[src/rtl/imm_ext_pipe.sv]
// Pipelined immediate extender with a 2-entry skid buffer (output reg + skid reg).
// in_ready depends only on registered state, so out_ready has no combinational path to it.
//
// state    | meaning
// ---------+----------------------------------------------
// ST_EMPTY | output and skid registers both invalid
// ST_ONE   | output register valid, skid register invalid
// ST_FULL  | output and skid registers both valid
module imm_ext_pipe #(
   parameter int IMM_W    = 16,
   parameter int DATA_W   = 32,
   parameter int BR_SHIFT = 2,
   parameter int TAG_W    = 5
) (
   input  logic              clk,
   input  logic              reset,
   input  logic              in_valid,
   output logic              in_ready,
   input  logic [IMM_W-1:0]  in_imm,
   input  logic [2:0]        in_mode,
   input  logic [TAG_W-1:0]  in_tag,
   output logic              out_valid,
   input  logic              out_ready,
   output logic [DATA_W-1:0] out_ext,
   output logic [TAG_W-1:0]  out_tag,
   output logic              out_err
);

   localparam int PAD_W = DATA_W - IMM_W;

   typedef enum logic [1:0] {
      ST_EMPTY = 2'd0,
      ST_ONE   = 2'd1,
      ST_FULL  = 2'd2
   } state_t;

   state_t state_q, state_d;

   logic [DATA_W-1:0] or_ext_q, or_ext_d;
   logic [TAG_W-1:0]  or_tag_q, or_tag_d;
   logic              or_err_q, or_err_d;
   logic [DATA_W-1:0] sr_ext_q, sr_ext_d;
   logic [TAG_W-1:0]  sr_tag_q, sr_tag_d;
   logic              sr_err_q, sr_err_d;

   logic [DATA_W-1:0] ext_zero, ext_sign, ext_upper, ext_branch, ext_calc;
   logic              err_calc;
   logic              in_fire, out_fire;

   always_comb begin
      ext_zero   = {{PAD_W{1'b0}}, in_imm};
      ext_sign   = {{PAD_W{in_imm[IMM_W-1]}}, in_imm};
      ext_upper  = {in_imm, {PAD_W{1'b0}}};
      ext_branch = ext_sign << BR_SHIFT;
      ext_calc   = '0;
      err_calc   = 1'b0;
      case (in_mode)
         3'd0:    ext_calc = ext_zero;
         3'd1:    ext_calc = ext_sign;
         3'd2:    ext_calc = ext_upper;
         3'd3:    ext_calc = ext_branch;
         default: err_calc = 1'b1;
      endcase
   end

   assign in_ready  = (state_q != ST_FULL);
   assign out_valid = (state_q != ST_EMPTY);
   assign out_ext   = or_ext_q;
   assign out_tag   = or_tag_q;
   assign out_err   = or_err_q;

   assign in_fire  = in_valid && in_ready;
   assign out_fire = out_valid && out_ready;

   always_comb begin
      state_d  = state_q;
      or_ext_d = or_ext_q;
      or_tag_d = or_tag_q;
      or_err_d = or_err_q;
      sr_ext_d = sr_ext_q;
      sr_tag_d = sr_tag_q;
      sr_err_d = sr_err_q;
      case (state_q)
         ST_EMPTY: begin
            if (in_fire) begin
               state_d  = ST_ONE;
               or_ext_d = ext_calc;
               or_tag_d = in_tag;
               or_err_d = err_calc;
            end
         end
         ST_ONE: begin
            if (in_fire && out_fire) begin
               or_ext_d = ext_calc;
               or_tag_d = in_tag;
               or_err_d = err_calc;
            end else if (in_fire) begin
               state_d  = ST_FULL;
               sr_ext_d = ext_calc;
               sr_tag_d = in_tag;
               sr_err_d = err_calc;
            end else if (out_fire) begin
               state_d = ST_EMPTY;
            end
         end
         ST_FULL: begin
            // in_ready is low here, so the only event is the skid entry moving up.
            if (out_fire) begin
               state_d  = ST_ONE;
               or_ext_d = sr_ext_q;
               or_tag_d = sr_tag_q;
               or_err_d = sr_err_q;
               sr_ext_d = '0;
               sr_tag_d = '0;
               sr_err_d = 1'b0;
            end
         end
         default: state_d = ST_EMPTY;
      endcase
   end

   always_ff @(posedge clk) begin
      if (!reset) begin
         state_q  <= ST_EMPTY;
         or_ext_q <= '0;
         or_tag_q <= '0;
         or_err_q <= 1'b0;
         sr_ext_q <= '0;
         sr_tag_q <= '0;
         sr_err_q <= 1'b0;
      end else begin
         state_q  <= state_d;
         or_ext_q <= or_ext_d;
         or_tag_q <= or_tag_d;
         or_err_q <= or_err_d;
         sr_ext_q <= sr_ext_d;
         sr_tag_q <= sr_tag_d;
         sr_err_q <= sr_err_d;
      end
   end

endmodule

[config.mk]
export PLATFORM = sky130hd
export DESIGN_NAME = imm_ext_pipe
export DESIGN_NICKNAME = d
export VERILOG_FILES = /design/src/rtl/imm_ext_pipe.sv
export SDC_FILE = /design/constraint.sdc
export NUM_CORES = 1
export LEC_CHECK = 0
export BUFFER_PORTS_ARGS = -buffer_cell sky130_fd_sc_hd__buf_2
export CAP_MARGIN = 30
export CORE_MARGIN = 2
export CORE_UTILIZATION = 50
export CTS_BUF_LIST = sky130_fd_sc_hd__clkbuf_16
export CTS_CLUSTER_SIZE = 8
export DETAILED_ROUTE_END_ITERATION = 6
export GPL_ROUTABILITY_DRIVEN = 0
export PLACE_DENSITY = 0.77
export SYNTH_ARGS = -nofsm -noshare
export SYNTH_HDL_FRONTEND = slang
export SYNTH_SLANG_ARGS = --single-unit
[constraint.sdc]
create_clock -name clk -period 1.6 [get_ports clk]
set_input_delay 0 -clock clk [delete_from_list [all_inputs] [get_ports clk]]
set_output_delay 0 -clock clk [all_outputs]
set_load 0.01 [all_outputs]
* Yosys cells after proc, flatten, opt, wreduce, memory -nomap -nowiden
Index checks and enable logic that the tools add are counted. W data, S select, Z words.
Operators by class: multiplexer cells 29, equal/unequal tests 12, reduce and logical (&&, ||, !) cells 12
Operators with widths (number):
- $mux W32 | 5
- $pmux W32 S4 | 1
- $pmux W32 S3 | 1
- $pmux W32 S2 | 1
- $mux W5 | 5
- $pmux W5 S3 | 1
- $ne A2 B2 Y1 const B | 6
- $reduce_and A4 Y1 | 3
- $mux W2 | 5
- $pmux W5 S2 | 1
- $eq A3 B2 Y1 const B | 2
- $mux W1 | 6
- $pmux W2 S3 | 1
- $reduce_bool A2 Y1 | 2
- $reduce_or A4 Y1 | 1
- $eq A3 B1 Y1 const B | 1
- $logic_and A1 B1 Y1 | 3
- $logic_not A3 Y1 | 1
- $ne A3 B3 Y1 const B | 1
- $pmux W1 S3 | 1
- $reduce_bool A3 Y1 | 1
- $eq A2 B1 Y1 const B | 1
- $eq A2 B2 Y1 const B | 1
- $logic_not A2 Y1 | 1
- $pmux W1 S2 | 1
Storage, ports and cells: register bits 78, output and inout port bits 40

* Longest topological paths before layout
Gate-level depths: netlist of run 1.
word-level depth 6, gate-level depth with buffers 7, mapped depth without buffers 5

* Worst setup path after synthesis of run 1
Ideal clock, no wire load.
kind flip-flop to flip-flop, start point register state_q[1], end point register sr_ext_q[24], slack 113 ps, cell stages (with the launch flop) 7, arrival 1371 ps, path buffers 2, cells stage by stage dfxtp_1 > nand4bb_1 > o21a_1 > and2_1 > buf_2 > buf_6 > a22o_1
Between the ends: longest elaborated chain between the ends 5
RTL lines:
- from (decl) | RTL line 37 | state_t state_q, state_d;
- from (signal assigned) | RTL line 132 | state_q <= state_d;
- $ne A2 B2 Y1 or $reduce_bool A2 Y1 (tied branches) | RTL line 66, 67
- $logic_and A1 B1 Y1, on equally long branches | RTL line 72, 73
- $logic_and A1 B1 Y1 | RTL line 93 | if (in_fire && out_fire) begin
- $ne A2 B2 Y1 (no source line)
- $reduce_and A4 Y1 (no source line)
- to (signal assigned) | RTL line 136 | sr_ext_q <= sr_ext_d;
- to (decl) | RTL line 42 | logic [DATA_W-1:0] sr_ext_q, sr_ext_d;
Several ways; a longest one is shown, not always the timed one. A chain may end at the register's enable or synchronous reset.

* Worst setup path in the final report of run 1
start point input port out_ready, end point register sr_ext_q[20]
Between the ends: longest elaborated chain between the ends 4
RTL lines:
- from (decl) | RTL line 23 | input logic out_ready,
- $logic_and A1 B1 Y1 (*) | RTL line 73 | assign out_fire = out_valid && out_ready;
- $logic_and A1 B1 Y1 | RTL line 93
- $ne A2 B2 Y1 (no source line)
- $reduce_and A4 Y1 (no source line) (*)
Mark *: on every way between the ends. The rest lies on a longest branch, timed or not.

==> out/results.txt, run 1 <==
WHS: 16.3 ps
Clock Latency Late Sink: 330 ps
post-route cell area: 0.00471 mm2
CTS Buffer Depth: 2
cell area after placement: 0.00431 mm2
Slew Limit Fails: 0
simple-gate share of the synthesized area: 17.0%
synth top area cells: dfxtp_1 41%, a21boi_1 6.4%, o2111ai_1 6.3%, nand2_1 5.9%, o2bb2ai_1 4.4%
register bit total from synthesis: 78
final net count: 510
synthesized-area fraction occupied by adder cells: 0%
largest net degree at the start of global routing: 35
Port Buf Inserts: 67
remaining global-route overflow: 0
biggest cell delay along the critical path: 530 ps
WL per Instance: 17.3 um
Die H: 91.0 um
Syn Area/Cell: 9.20 um2
Total GRT Usage: 24.5%
DRC errors left: 0
final setup skew: 3.64 ps
postcts setup bufs: 0
fmax: 683 MHz
DRT Wirelength: 10.1 mm
slew margin rel.: 68.1%
CTS tree: built
critical path type: primary input to flip-flop
Buf/Inv on CP: 3
half-perimeter wire length after placement: 6.72 mm
largest family of logic cells by synthesized area: compound AO/OA/AOI/OAI gates
actual slew at the worst max-slew pin: 478 ps
Tmin final: 1460 ps
Antenna diodes: 0
run status: complete, no violations
first-iteration detailed-routing DRC count: 214
pre-CTS setup slack: 62.7 ps
Die Wd: 91.0 um
Core Area: 0.00729 mm2
Top delay family on crit path: buffers and inverters
area growth from synthesis to layout: 24.6%
post-synthesis mux area share: 0.629%
clk root buf: clkbuf_16
Max Cap Violations: 0
Lkg Pwr: 1.95 nW
final worst slack: 136 ps
peak supply drop: 0.601 mV
Initial Utilization: 51.9%
WP data arrival: 1690 ps
clk slew on worst S/H paths: 60 ps
fin crit share: 91.5%
Worst Path Max Fanout: 8
most frequent cells in the layout: 77 x dfxtp_1, 67 x buf_2, 59 x nand2_1
Net Count, Synth: 439
unrepaired setup endpoints after global routing: false
vias in the first global route: 3337
Cell Rows: 31
Post-Place Cells: 564
min-delay worst type: primary input to flip-flop
Final ANT Viol Nets: 0
Mapped Area: 0.00378 mm2
Slowest-stage cell, CP: dlygate4sd3_1
Final Setup Violations: 0
Pwr Density: 1080 mW/mm2
Critical Path, Cell by Cell: dlygate4sd3_1 -> buf_2 -> nand4bb_1 -> o21a_1 -> and2_1 -> buf_4 -> a22o_1
Syn Inst Count: 411
detail-routed via count per cell: 6.07
synth unique cells: 45
xor and xnor area share after synthesis: 0%
die area: 0.00828 mm2
top_reg_cell synth: dfxtp_1
worst path required time: 1820 ps
CTS sink cnt: 78
DRT Pass-1 Iters: 5
layout cells sized above 1: 25.6%
htree depth: 3
Yosys top cell by area: dfxtp_1
Final Hold Violating Endpoints: 0
startpoint types: primary input
top cell type's share of synthesized area: 41.3%
CP Capture Type: flip-flop
setup_tns: 0 ps
Post-synth EDFFs: 0
# IOs: 68
Via Count: 3543
total CTS buffers: 9
Async S/R FF share, synth: 0%
Post-Layout Cell Count: 584
initial antenna violation count: 0
most common cell after layout, fill and taps aside: dfxtp_1
first-pass GRT wire length: 16.5 mm
synth warn: 0
post-synthesis sequential area ratio: 41.3%
fraction of the mapped netlist area in compound gates: 34.7%
kinds of logic after synthesis:
group / Yosys count
AO/OA/AOI/OAI: 162
flip-flops: 78
buffers and inverters: 45
AND/OR/NAND/NOR: 124
multiplexers: 2
layer usage:
metal	share of wire (%)	global-route usage (%)	vias to the layer above	wire length, um
li1	-	-	1695	-
met1	46	32.9	1703	4610
met2	47	39.1	130	4730
met3	5.7	4.15	15	575
met4	1.8	10.2	0	182
met5	0	0	-	0
state kept, by name, indices dropped and copies added, names as in the netlist:
register	count
sr_ext_q	32
state_q	2
sr_tag_q	5
out_tag	5
out_ext	32
sr_err_q	1
out_err	1
per-stage QoR:
step / total power [mW] / util [%]
4_1_cts: 5.09 / 64.4
5_1_grt: 5.25 / 64.6
2_1_floorplan: 2.56 / -
3_5_place_dp: 2.82 / 59.1
3_3_place_gp: 2.80 / 59.1
6_report: 5.07 / 64.6
tightest hold or removal path, stage by stage:
cell       delay, ps
buf_2            120
a31oi_1           80
o2bb2ai_1        110
synth_stat cells, types with 6 or more instances:
library cell and count:
nor2b_1 20, o2111ai_1 27, a31oi_1 13, a22oi_1 7
a211o_1 6, a311o_1 13, nand3_1 15, clkbuf_1 16
a22o_1 8, a21oi_1 14, nand2_1 59, o2bb2ai_1 19
o211a_1 6, a21boi_1 32, buf_2 18, nand3b_1 8
dfxtp_1 78
timing repair:
action                                 CTS  global route
hold buffers                             6             0
endpoints found under the hold margin    6             0
resized for setup                        0             4
setup endpoints to repair                0            37
path summary, 6_finish.rpt:
kind,from,endpoint,slack [ps],cells past startpoint
max,out_ready,sr_ext_q[20],140,7
max reg2reg,state_q[1],out_ext[12],160,5
min,in_imm[8],sr_ext_q[10],20,3
min reg2reg,out_ext[24],out_ext[24],450,2
layout make-up:
type                            count  area, um2
Tap cell                           99        124
Clock inverter                      5        100
Inverter                            2       7.51
Fill cell                         621       2580
Multi-Input combinational cell    288       2000
Clock buffer                        9        225
Timing Repair Buffer              103        696
Sequential cell                    78       1560
power by group:
group / switching (mW) / internal (mW) / leakage (nW)
sequential: 0.0408 / 2.02 / 0.634
combinational: 0.417 / 0.325 / 1.15
clock: 0.773 / 1.50 / 0.161
Note: power is estimated with default switching activity, not from simulation.
==> run 2, diff against run 1 <==
--- a/config.mk
+++ b/config.mk
@@ -7,6 +7,7 @@
 export LEC_CHECK = 0
 export BUFFER_PORTS_ARGS = -buffer_cell sky130_fd_sc_hd__buf_2
 export CAP_MARGIN = 30
+export CORE_ASPECT_RATIO = 0.5
 export CORE_MARGIN = 2
 export CORE_UTILIZATION = 50
 export CTS_BUF_LIST = sky130_fd_sc_hd__clkbuf_16
==> run 2 against run 1 <==
Net effect:
- via count rose by 0.42%
- critical endpoint is now out_ext[19]
- sequential share of layout area rose by 0.097 points
- register-to-register slack got worse by 50 ps
- clock skew rose by 5.0 ps
- global-route usage rose by 0.98 points
- utilization fell by 0.40 points
- highest routed layer unchanged
- largest power group unchanged
- fmax fell by 2.0%
- die area rose by 0.51%
- hold slack got worse by 4.2 ps
==> out/results.txt, run 2 (synthesis results as in run 1) <==
run status: complete, no violations (unchanged)
detail-routed via count per cell: 6.08 (was 6.07)
Setup crit start: state_q[1] (was out_ready)
Final Setup Violations: 0 (unchanged)
Post-Place Cells: 561 (was 564)
Final Hold Violating Endpoints: 0 (unchanged)
final setup skew: 8.59 ps (was 3.64 ps)
startpoint types: flip-flop (was primary input)
clk root buf: clkbuf_16 (unchanged)
fmax: 669 MHz (was 683 MHz)
total CTS buffers: 9 (unchanged)
Total GRT Usage: 25.5% (was 24.5%)
setup_tns: 0 ps (unchanged)
area growth from synthesis to layout: 24.3% (was 24.6%)
initial antenna violation count: 0 (unchanged)
Cell Rows: 22 (was 31)
Port Buf Inserts: 67 (unchanged)
CTS Buffer Depth: 2 (unchanged)
remaining global-route overflow: 0 (unchanged)
Initial Utilization: 51.7% (was 51.9%)
Die H: 65.5 um (was 91.0 um)
critical path type: flip-flop to flip-flop (was primary input to flip-flop)
half-perimeter wire length after placement: 6.69 mm (was 6.72 mm)
peak supply drop: 0.568 mV (was 0.601 mV)
largest net degree at the start of global routing: 34 (was 35)
Max Cap Violations: 0 (unchanged)
Slowest-stage cell, CP: dfxtp_2 (was dlygate4sd3_1)
biggest cell delay along the critical path: 420 ps (was 530 ps)
Core Area: 0.00732 mm2 (was 0.00729 mm2)
unrepaired setup endpoints after global routing: false (unchanged)
layout cells sized above 1: 25.4% (was 25.6%)
Tmin final: 1490 ps (was 1460 ps)
Worst Path Max Fanout: 20 (was 8)
worst path required time: 1870 ps (was 1820 ps)
Die Wd: 127 um (was 91.0 um)
r2r setup slk: 110 ps (was 160 ps)
vias in the first global route: 3254 (was 3337)
# IOs: 68 (unchanged)
Critical Path, Cell by Cell: nor2b_2 -> inv_2 -> buf_4 -> nand3_1 -> o2111ai_1 -> a21boi_1 (was dlygate4sd3_1 -> buf_2 -> nand4bb_1 -> o21a_1 -> and2_1 -> buf_4 -> a22o_1)
Post-Layout Cell Count: 585 (was 584)
clk slew on worst S/H paths: 60 ps (about the same)
final net count: 512 (was 510)
most common cell after layout, fill and taps aside: dfxtp_1 (unchanged)
WP data arrival: 1770 ps (was 1690 ps)
Clock Latency Late Sink: 350 ps (was 330 ps)
CTS sink cnt: 78 (unchanged)
most frequent cells in the layout: 76 x dfxtp_1, 67 x buf_2, 59 x nand2_1 (was 77 x dfxtp_1, 67 x buf_2, 59 x nand2_1)
min-delay worst type: primary input to flip-flop (unchanged)
Via Count: 3558 (was 3543)
htree depth: 3 (unchanged)
HP Start: in_imm[11] (was in_imm[8])
fin crit share: 93.4% (was 91.5%)
first-iteration detailed-routing DRC count: 313 (was 214)
WL per Instance: 17.3 um (about the same)
Final ANT Viol Nets: 0 (unchanged)
DRT Wirelength: 10.1 mm (unchanged)
CTS tree: built (unchanged)
reg2reg start: state_q[1] (unchanged)
Antenna diodes: 0 (unchanged)
die area: 0.00832 mm2 (was 0.00828 mm2)
actual slew at the worst max-slew pin: 506 ps (was 478 ps)
Slew Limit Fails: 0 (unchanged)
Pwr Density: 1050 mW/mm2 (was 1080 mW/mm2)
DRC errors left: 0 (unchanged)
first-pass GRT wire length: 16.6 mm (was 16.5 mm)
DRT Pass-1 Iters: 5 (unchanged)
slew margin rel.: 66.2% (was 68.1%)
Lkg Pwr: 1.94 nW (was 1.95 nW)
CP Capture Type: flip-flop (unchanged)
-- run 2: what timing repair did --
action | CTS | global route
resized for setup | 4 | 3
hold buffers | 8 | 0
endpoints found under the setup margin | 4 | 36
endpoints found under the hold margin | 8 | 0
setup buffers | 0 | 0
-- run 2: per-stage QoR --
step | utilization (%) | hold WS (ps) | cell area [um2] | setup slack (ps) | power (mW)
2_1_floorplan | - | 172 | 3780 | 113 | 2.56
5_1_grt | 64.2 | 29.8 | 4700 | 1.29 | 5.13
3_3_place_gp | 58.7 | 292 | 4300 | 94.3 | 2.81
6_report | 64.2 | 12.1 | 4700 | 106 | 4.93
4_1_cts | 64.1 | 0.975 | 4700 | 11.2 | 4.95
3_5_place_dp | 58.7 | 297 | 4300 | -68.1 | 2.82
-- run 2: cell type report --
cell class	instances	area, um2
Fill cell	613	2620
Multi-Input combinational cell	288	2000
Sequential cell	78	1560
Timing Repair Buffer	105	707
Clock buffer	9	225
Tap cell	96	120
Clock inverter	7	80.1
Inverter	2	7.51
-- run 2: path summary, 6_finish.rpt --
path	to	cells past startpoint
worst max-delay path	out_ext[19]	6
worst min-delay path	sr_ext_q[27]	3
worst max register to register	out_ext[19]	6
worst min register to register	out_ext[23]	2
-- run 2: metal layers --
layer,share of wire (%),wire length [um],vias up,track usage [%]
li1,-,-,1710,-
met1,48,4830,1694,35.1
met2,44,4470,136,38.3
met3,6.2,630,18,7.98
met4,1.6,160,0,8.10
met5,0,0,-,0
-- run 2: worst max-delay path: cells and delay by family, from the launching register on --
kind	cells	cell delay [ps]
AOI/OAI and AO/OA	2	320
buffers and inverters	2	330
DFF	1	420
and+or+nand+nor	2	350
-- run 2: where the power goes --
group,switching [mW],internal [mW]
registers,0.0435,2.02
logic,0.419,0.331
clock network,0.783,1.34
total,1.25,3.69
